<file path="config.mk">
export PLATFORM = sky130hd
export DESIGN_NAME = mod_reg16_4to16
export DESIGN_NICKNAME = d
export VERILOG_FILES = /design/src/rtl/mod_reg16_4to16.sv
export SDC_FILE = /design/constraint.sdc
export NUM_CORES = 1
export LEC_CHECK = 0
export BUFFER_PORTS_ARGS = -buffer_cell sky130_fd_sc_hd__buf_2
export CORE_UTILIZATION = 63
export DETAILED_ROUTE_END_ITERATION = 6
export PLACE_DENSITY = 0.86
export SETUP_SLACK_MARGIN = 0.05
export SLEW_MARGIN = 20
export SYNTH_ARGS = -nofsm -noshare
export SYNTH_HDL_FRONTEND = slang
export SYNTH_HIERARCHICAL = 1
export SYNTH_SLANG_ARGS = --single-unit
</file>
<file path="constraint.sdc">
create_clock -name clk -period 3.8 [get_ports clk]
set_input_delay 0.76 -clock clk [delete_from_list [all_inputs] [get_ports clk]]
set_output_delay 0.76 -clock clk [all_outputs]
set_load 0.02 [all_outputs]
</file>
<file path="src/rtl/mod_reg16_4to16.sv">
// Column-to-state assembler: collects Nb WW-bit words into one Nb*WW block,
// ping-ponging between two buffers so one fills while the other is presented.

module mod_reg16_4to16_bank #(
    parameter int Nb = 4,
    parameter int WW = 32,
    parameter int CW = 2
) (
    input  logic                   clk,
    input  logic                   resetn,
    input  logic                   wr_en,
    input  logic [CW-1:0]          wr_col,
    input  logic [WW-1:0]          wr_word,
    input  logic                   clr,
    input  logic                   set_full,
    input  logic                   clr_full,
    output logic [Nb-1:0][WW-1:0]  data,
    output logic                   full
);

    always_ff @(posedge clk) begin
        if (resetn) begin
            data <= '0;
            full <= 1'b0;
        end else begin
            if (clr)
                data <= '0;
            else if (wr_en)
                data[wr_col] <= wr_word;
            // set and clear never target the same bank in one cycle
            if (set_full)
                full <= 1'b1;
            else if (clr_full)
                full <= 1'b0;
        end
    end

endmodule

module mod_reg16_4to16 #(
    parameter int Nb = 4,
    parameter int WW = 32
) (
    input  logic                                   clk,
    input  logic                                   resetn,
    input  logic                                   in_valid,
    output logic                                   in_ready,
    input  logic [WW-1:0]                          in_word,
    input  logic                                   flush,
    output logic                                   out_valid,
    input  logic                                   out_ready,
    output logic [Nb*WW-1:0]                       out_state,
    output logic [((Nb > 1) ? $clog2(Nb) : 1)-1:0] fill_cnt,
    output logic [1:0]                             full_cnt
);

    localparam int CW = (Nb > 1) ? $clog2(Nb) : 1;

    logic                        wptr, rptr;
    logic [CW-1:0]               wcnt;
    logic [1:0]                  bfull;
    logic [1:0][Nb-1:0][WW-1:0]  bank;
    logic                        wr_acc, rd_acc, last_col;

    assign in_ready  = !bfull[wptr] && !flush && !resetn;
    assign wr_acc    = in_valid && in_ready;
    assign out_valid = bfull[rptr];
    assign rd_acc    = out_valid && out_ready;
    assign out_state = bank[rptr];
    assign last_col  = (wcnt == CW'(Nb - 1));
    assign fill_cnt  = wcnt;
    assign full_cnt  = {1'b0, bfull[0]} + {1'b0, bfull[1]};

    always_ff @(posedge clk) begin
        if (resetn) begin
            wptr <= 1'b0;
            rptr <= 1'b0;
            wcnt <= '0;
        end else begin
            if (flush)
                wcnt <= '0;
            else if (wr_acc) begin
                if (last_col) begin
                    wcnt <= '0;
                    wptr <= ~wptr;
                end else
                    wcnt <= wcnt + 1'b1;
            end
            if (rd_acc)
                rptr <= ~rptr;
        end
    end

    for (genvar b = 0; b < 2; b++) begin : g_bank
        logic sel_w, sel_r;
        assign sel_w = (wptr == 1'(b));
        assign sel_r = (rptr == 1'(b));

        // flush only wipes a partially filled bank; wcnt==0 leaves it untouched
        mod_reg16_4to16_bank #(.Nb(Nb), .WW(WW), .CW(CW)) u_bank (
            .clk      (clk),
            .resetn   (resetn),
            .wr_en    (wr_acc && sel_w),
            .wr_col   (wcnt),
            .wr_word  (in_word),
            .clr      (flush && sel_w && (wcnt != '0)),
            .set_full (wr_acc && sel_w && last_col),
            .clr_full (rd_acc && sel_r),
            .data     (bank[b]),
            .full     (bfull[b])
        );
    end

endmodule

</file>
Word level (Yosys, flattened, before mapping)

Index checks and enable logic that the tools add are counted.

Register bits: 262
Output and inout bits: 134
Logic and storage cells: 63

Add/subtract/negate cells: 2
$lt $le $gt $ge: 4
Eq/ne operators: 1
Mux-type cells: 15
Bitwise gates (word level): 3
Reduce and logical (&&, ||, !) cells: 25

Operators with widths:

| cell                | count |
|---|---|
| $bwmux 128          | 2 |
| $mux 128            | 2 |
| $demux 32 s2        | 1 |
| $mux 32             | 1 |
| $logic_and 1x1->1   | 15 |
| $mux 1              | 8 |
| $reduce_bool 2->1   | 3 |
| $reduce_or 2->1     | 3 |
| $lt 1x2->1 const B  | 2 |
| $logic_not 1->1     | 3 |
| $lt 2x3->1 const B  | 1 |
| $not 1->1           | 3 |
| $reduce_and 3->1    | 1 |
| $add 1x1->2         | 1 |
| $add 2x1->2 const B | 1 |
| $eq 2x2->1 const B  | 1 |
| $ge 2x1->1 const B  | 1 |
| $mux 2              | 1 |

Depth between registers and ports, before layout

Depth in word-level cells: 9
Depth in mapped cells: 7
Gate-level depth less buffers: 5

By module

Netlist, hierarchy kept.

Modules (own cells, without submodules):

| module               | instances | cells each | area each (µm²) |
|---|---|---|---|
| mod_reg16_4to16_bank | 2         | 476        | 5,569.1 |
| mod_reg16_4to16      | 1         | 177        | 2,165.8 |

Worst setup path before layout

No wires, ideal clock.

Path type: input-to-reg
Start: input port flush
End: register g_bank[1].u_bank/data[21] (netlist bit)
Arrival: 2,145 ps
Path slack: 1,536 ps
Stages: 7
Path buffers: 2
Cell sequence: nor2_1 nand3_2 nor2_1 or3b_1 buf_2 buf_6 mux2i_1

Word-level cells in the longest chain between the ends: 5

Ends and longest elaborated chain:

| what                            | RTL line | source |
|---|---|---|
| from (decl)                     | 49       | `input logic flush,` |
| $logic_not 1->1                 | 65       | `assign in_ready = !bfull[wptr] && !flush && !resetn;` |
| $logic_and 1x1->1 (2 in series) | 65       |  |
| $logic_and 1x1->1               | 66       | `assign wr_acc = in_valid && in_ready;` |
| $logic_and 1x1->1               | 103      | `.wr_en (wr_acc && sel_w),` |
| to (signal, indexed assignment) | 29       | `data[wr_col] <= wr_word;` |
| to (decl)                       | 17       | `output logic [Nb-1:0][WW-1:0] data,` |

Parallel ways exist; a longest one is shown, timed or not.
A chain may end at the register's enable or synchronous reset.

Worst setup path in the final report

Start: register rptr, in the netlist g_bank[1].sel_r
End: output port out_state[30]

Word-level cells in the longest chain between the ends: 2

Ends and longest elaborated chain:

| what                                         | RTL line | source |
|---|---|---|
| from (decl)                                  | 59       | `logic wptr, rptr;` |
| from (signal assigned)                       | 90       | `rptr <= ~rptr;` |
| $mux 128 (implied by the code) (2 in series) | 69       | `assign out_state = bank[rptr];` |
| to (decl)                                    | 52       | `output logic [Nb*WW-1:0] out_state,` |

No other way between the ends. The select of a mux whose other input is x is not followed.

==> parameters.txt <==
Parameter                              Value

STA
  Max Transition Viols Final ... 0
  Final worst path period need ... 2780 ps
  Highest Clock Rate ... 360 MHz
  Accumulated negative setup slack ... 0 ps
  Setup repair after global routing missed its margin ... false
  Headroom to the max-slew limit ... 27.9%
  Final setup violation count ... 0
  Maximum clock skew at final layout ... 11.6 ps
  Worst-Margin Slew ... 1080 ps
  Final hold slack ... 554 ps
  Final clock period utilization by the worst path ... 73.1%
  Final hold violations ... 0

Yosys
  Count of mapped cells out of synthesis ... 1,129
  Area fraction of the dominant cell type after synthesis ... 39.4%
  Seq/Total Area, Yosys ... 39.4%
  Total of flip-flops plus latches after synthesis ... 262
  Average cell area after synthesis ... 11.8 um^2
  Most frequently used flop master after synthesis ... dfxtp_1
  Post-Synth XOR/XNOR Area ... 0%
  Dominant cell by count in the synthesized netlist ... dfxtp_1
  Basic-gate share of the synthesized area counting and, or, nand and nor cells ... 22.7%
  Leading post-synthesis cells by instance count ... dfxtp_1, mux2i_1, or3b_1
  Yosys synthesis warning count ... 6
  Compound-Gate Fraction of Synth Area ... 0.0752%
  Mux cell area share after synthesis ... 32.7%
  Adder and majority gate portion of the synthesized area ... 0.282%
  FFs w/ async S/R, synth ... 0%
  Library cell occupying the most area in the post-synthesis netlist ... dfxtp_1
  Net count of the mapped netlist ... 1,169
  Combinational family with the most area after synthesis ... multiplexers
  Post-synthesis instance area ... 0.0133 mm^2
  Area contributors post-synth ... dfxtp_1, mux2i_1, or3b_1
  Cell variety after synth ... 28
  Number of synthesized flops with an enable pin ... 0

CTS
  Root buffer selected by CTS ... clkbuf_16
  Number of setup buffers added after CTS ... 0
  Count of instances resized after the clock tree is built ... 0
  Clock Sinks ... 262
  Clock Tree Buf Depth ... 3
  Hold-fix buffers at CTS ... 0
  Latest clock arrival within the worst-skew pair ... 530 ps
  Clock buffers created by TritonCTS ... 28
  Clock tree from TritonCTS ... built
  Clock-pin slew on the worst setup and hold paths ... 60 ps
  CTS H-tree depth ... 1

Placed design
  Placed Instance Area ... 0.0141 mm^2
  HPWL Detailed ... 18,700 um
  GPL Wtd Cong ... 0.774
  Number of port buffers ... 170

Global routing
  Congestion Overflow GR ... 0
  GRT Overall Usage ... 28.7%
  Initial antenna violation count ... 2
  Via count of the first global-routing pass ... 9,132
  Largest net degree at the start of global routing ... 134
  Wire length of the first global-routing pass ... 50,300 um

Layout
  Fraction of the core area covered by cells at the end of the flow ... 73.7%
  Sequential Area ... 0.00525 mm^2
  Share of final-layout standard cells stronger than drive strength 1 ... 41.0%
  Synthesis-to-layout area growth ... 13.5%
  Area of combinational cells with multiple inputs ... 0.00745 mm^2
  Final-stage net count ... 1,279
  Final std cell area, no fill ... 0.0151 mm^2
  Number of filler instances in the final layout ... 1,402

Hold path
  Hold path start ... g_bank[1].u_bank/data[3]
  Min-Delay Path Class ... reg -> reg

Power
  Leakage ... 7.13 nW
  Overall power consumption ... 0.00593 W
  Sw Share ... 21.6%
  Max rail drop VDD ... 0.000335 V
  Power density over the cells ... 393 mW/mm^2
  Combinational fraction of design power ... 4.7%
  Clock group share of total power ... 48.5%
  Internal power component ... 0.00465 W
  Part of the total power dissipated in sequential elements ... 46.7%
  Sw power ... 0.00128 W

Critical path
  Cell breakdown of the critical path ... buf_12, mux2_2, buf_2
  Beginning of the worst register-to-register path ... fill_cnt[0]
  Endpoint class of the critical path ... output pin
  Crit path from ... g_bank[1].sel_r
  Master of the slowest instance on the critical path ... buf_12
  Data arrival, critical path ... 2020 ps
  Buffering stage count on the worst path with inverters included ... 2
  Top cell family by delay on the critical path ... buffers and inverters
  Worst Path Class, Setup ... reg -> out
  Kind of start point of the critical path ... register
  Highest fanout seen on the critical path ... 79
  Longest individual stage delay on the worst path ... 440 ps
  Worst EP required ... 3040 ps

Floorplanning
  Starting Density ... 64.9%
  Top Ports ... 171
  Die span in x ... 147 um
  Row count ... 52
  Die ar. ... 0.0217 mm^2
  Die Ht ... 147 um
  Placeable core area ... 0.0205 mm^2

Routing
  Routed WL per cell ... 20.5 um
  Total vias in the final route ... 9,079
  Number of nets with antenna violations after routing ... 0
  First-iteration detailed-routing DRC count ... 491
  DRC Markers ... 0
  Final Routed Wirelength ... 31,400 um
  DRT Pass-1 Iters ... 5
  Number of vias per cell ... 5.94

Outcome
  Run status ... finished clean

Flow run
  Max-Cap Viols ... 0
-- layer usage --
layer | vias up | track usage (%) | part of all wire (%)
met5 | - | 0 | 0
met4 | 0 | 8.09 | 2.2
met3 | 52 | 5.16 | 5.5
li1 | 4318 | - | -
met2 | 237 | 46.9 | 47
met1 | 4472 | 38.8 | 45
-- state kept, by name, summed over array words and instances (netlist names) --
signal / count
fill_cnt: 2
g_bank.sel_r: 1
g_bank.sel_w: 1
g_bank.u_bank/data: 256
g_bank.u_bank/full: 2
-- stage by stage --
stage	setup WS [ps]	std cells
floorplan	1540	1129
global placement	923	1479
detailed placement	854	1479
CTS	1030	1527
global route	976	1528
finish	1020	1528
-- worst reg2reg max path, delay by kind of cell (launching register included) --
kind / cells / cell delay, ps
buffers and inverters: 2 / 780
AND/OR/NAND/NOR: 2 / 600
flip-flops: 1 / 680
adder cells (fa/ha/maj): 1 / 260
multiplexers: 1 / 80
-- cell type report --
type,count,share of cell area (%)
Sequential cell,262,34.7
Antenna cell,1,0.0166
Inverter,6,0.149
Multi-Input combinational cell,746,49.3
Tap cell,270,2.24
Clock buffer,35,5.15
Timing Repair Buffer,195,7.08
Clock inverter,13,1.32
-- worst paths after layout --
path / to / slack, ps / cells past startpoint
setup reg to reg: g_bank[0].u_bank/data[30] / 1260 / 6
setup / recovery: out_state[30] / 1020 / 3
hold reg to reg: g_bank[1].u_bank/data[3] / 550 / 2
hold / removal: g_bank[1].u_bank/data[3] / 550 / 2
-- kinds of logic (layout without fill, tap and decap cells) --
group / after synthesis / count (layout)
and+or+nand+nor: 352 / 352
muxes: 389 / 389
other: 0 / 1
DFF: 262 / 262
buffers and inverters: 121 / 249
AOI/OAI and AO/OA: 2 / 2
adders and majority gates: 3 / 3
-- power by group through the flow --
| stage | combinational, W | clock (W) | sequential, W |
|---|---|---|---|
| detailed placement | 0.000276 | 0 | 0.00283 |
| global placement | 0.000275 | 0 | 0.00283 |
| global route | 0.000300 | 0.00303 | 0.00277 |
| finish | 0.000281 | 0.00288 | 0.00277 |
| CTS | 0.000279 | 0.00292 | 0.00277 |
| floorplan | 0.000197 | 0 | 0.00283 |
-- cell usage in the layout, fill, tap and decap left out, types with 6 or more instances in the layout --
cell,Yosys,routed
inv_1,6,6
clkinv_2,0,6
mux2_2,50,50
mux2_4,79,79
mux2i_1,259,259
buf_4,2,23
nor2_1,6,6
buf_2,30,169
dfxtp_1,262,261
or3b_2,134,134
or3b_1,188,188
clkbuf_16,0,29
Power figures use the tool's default switching activity.
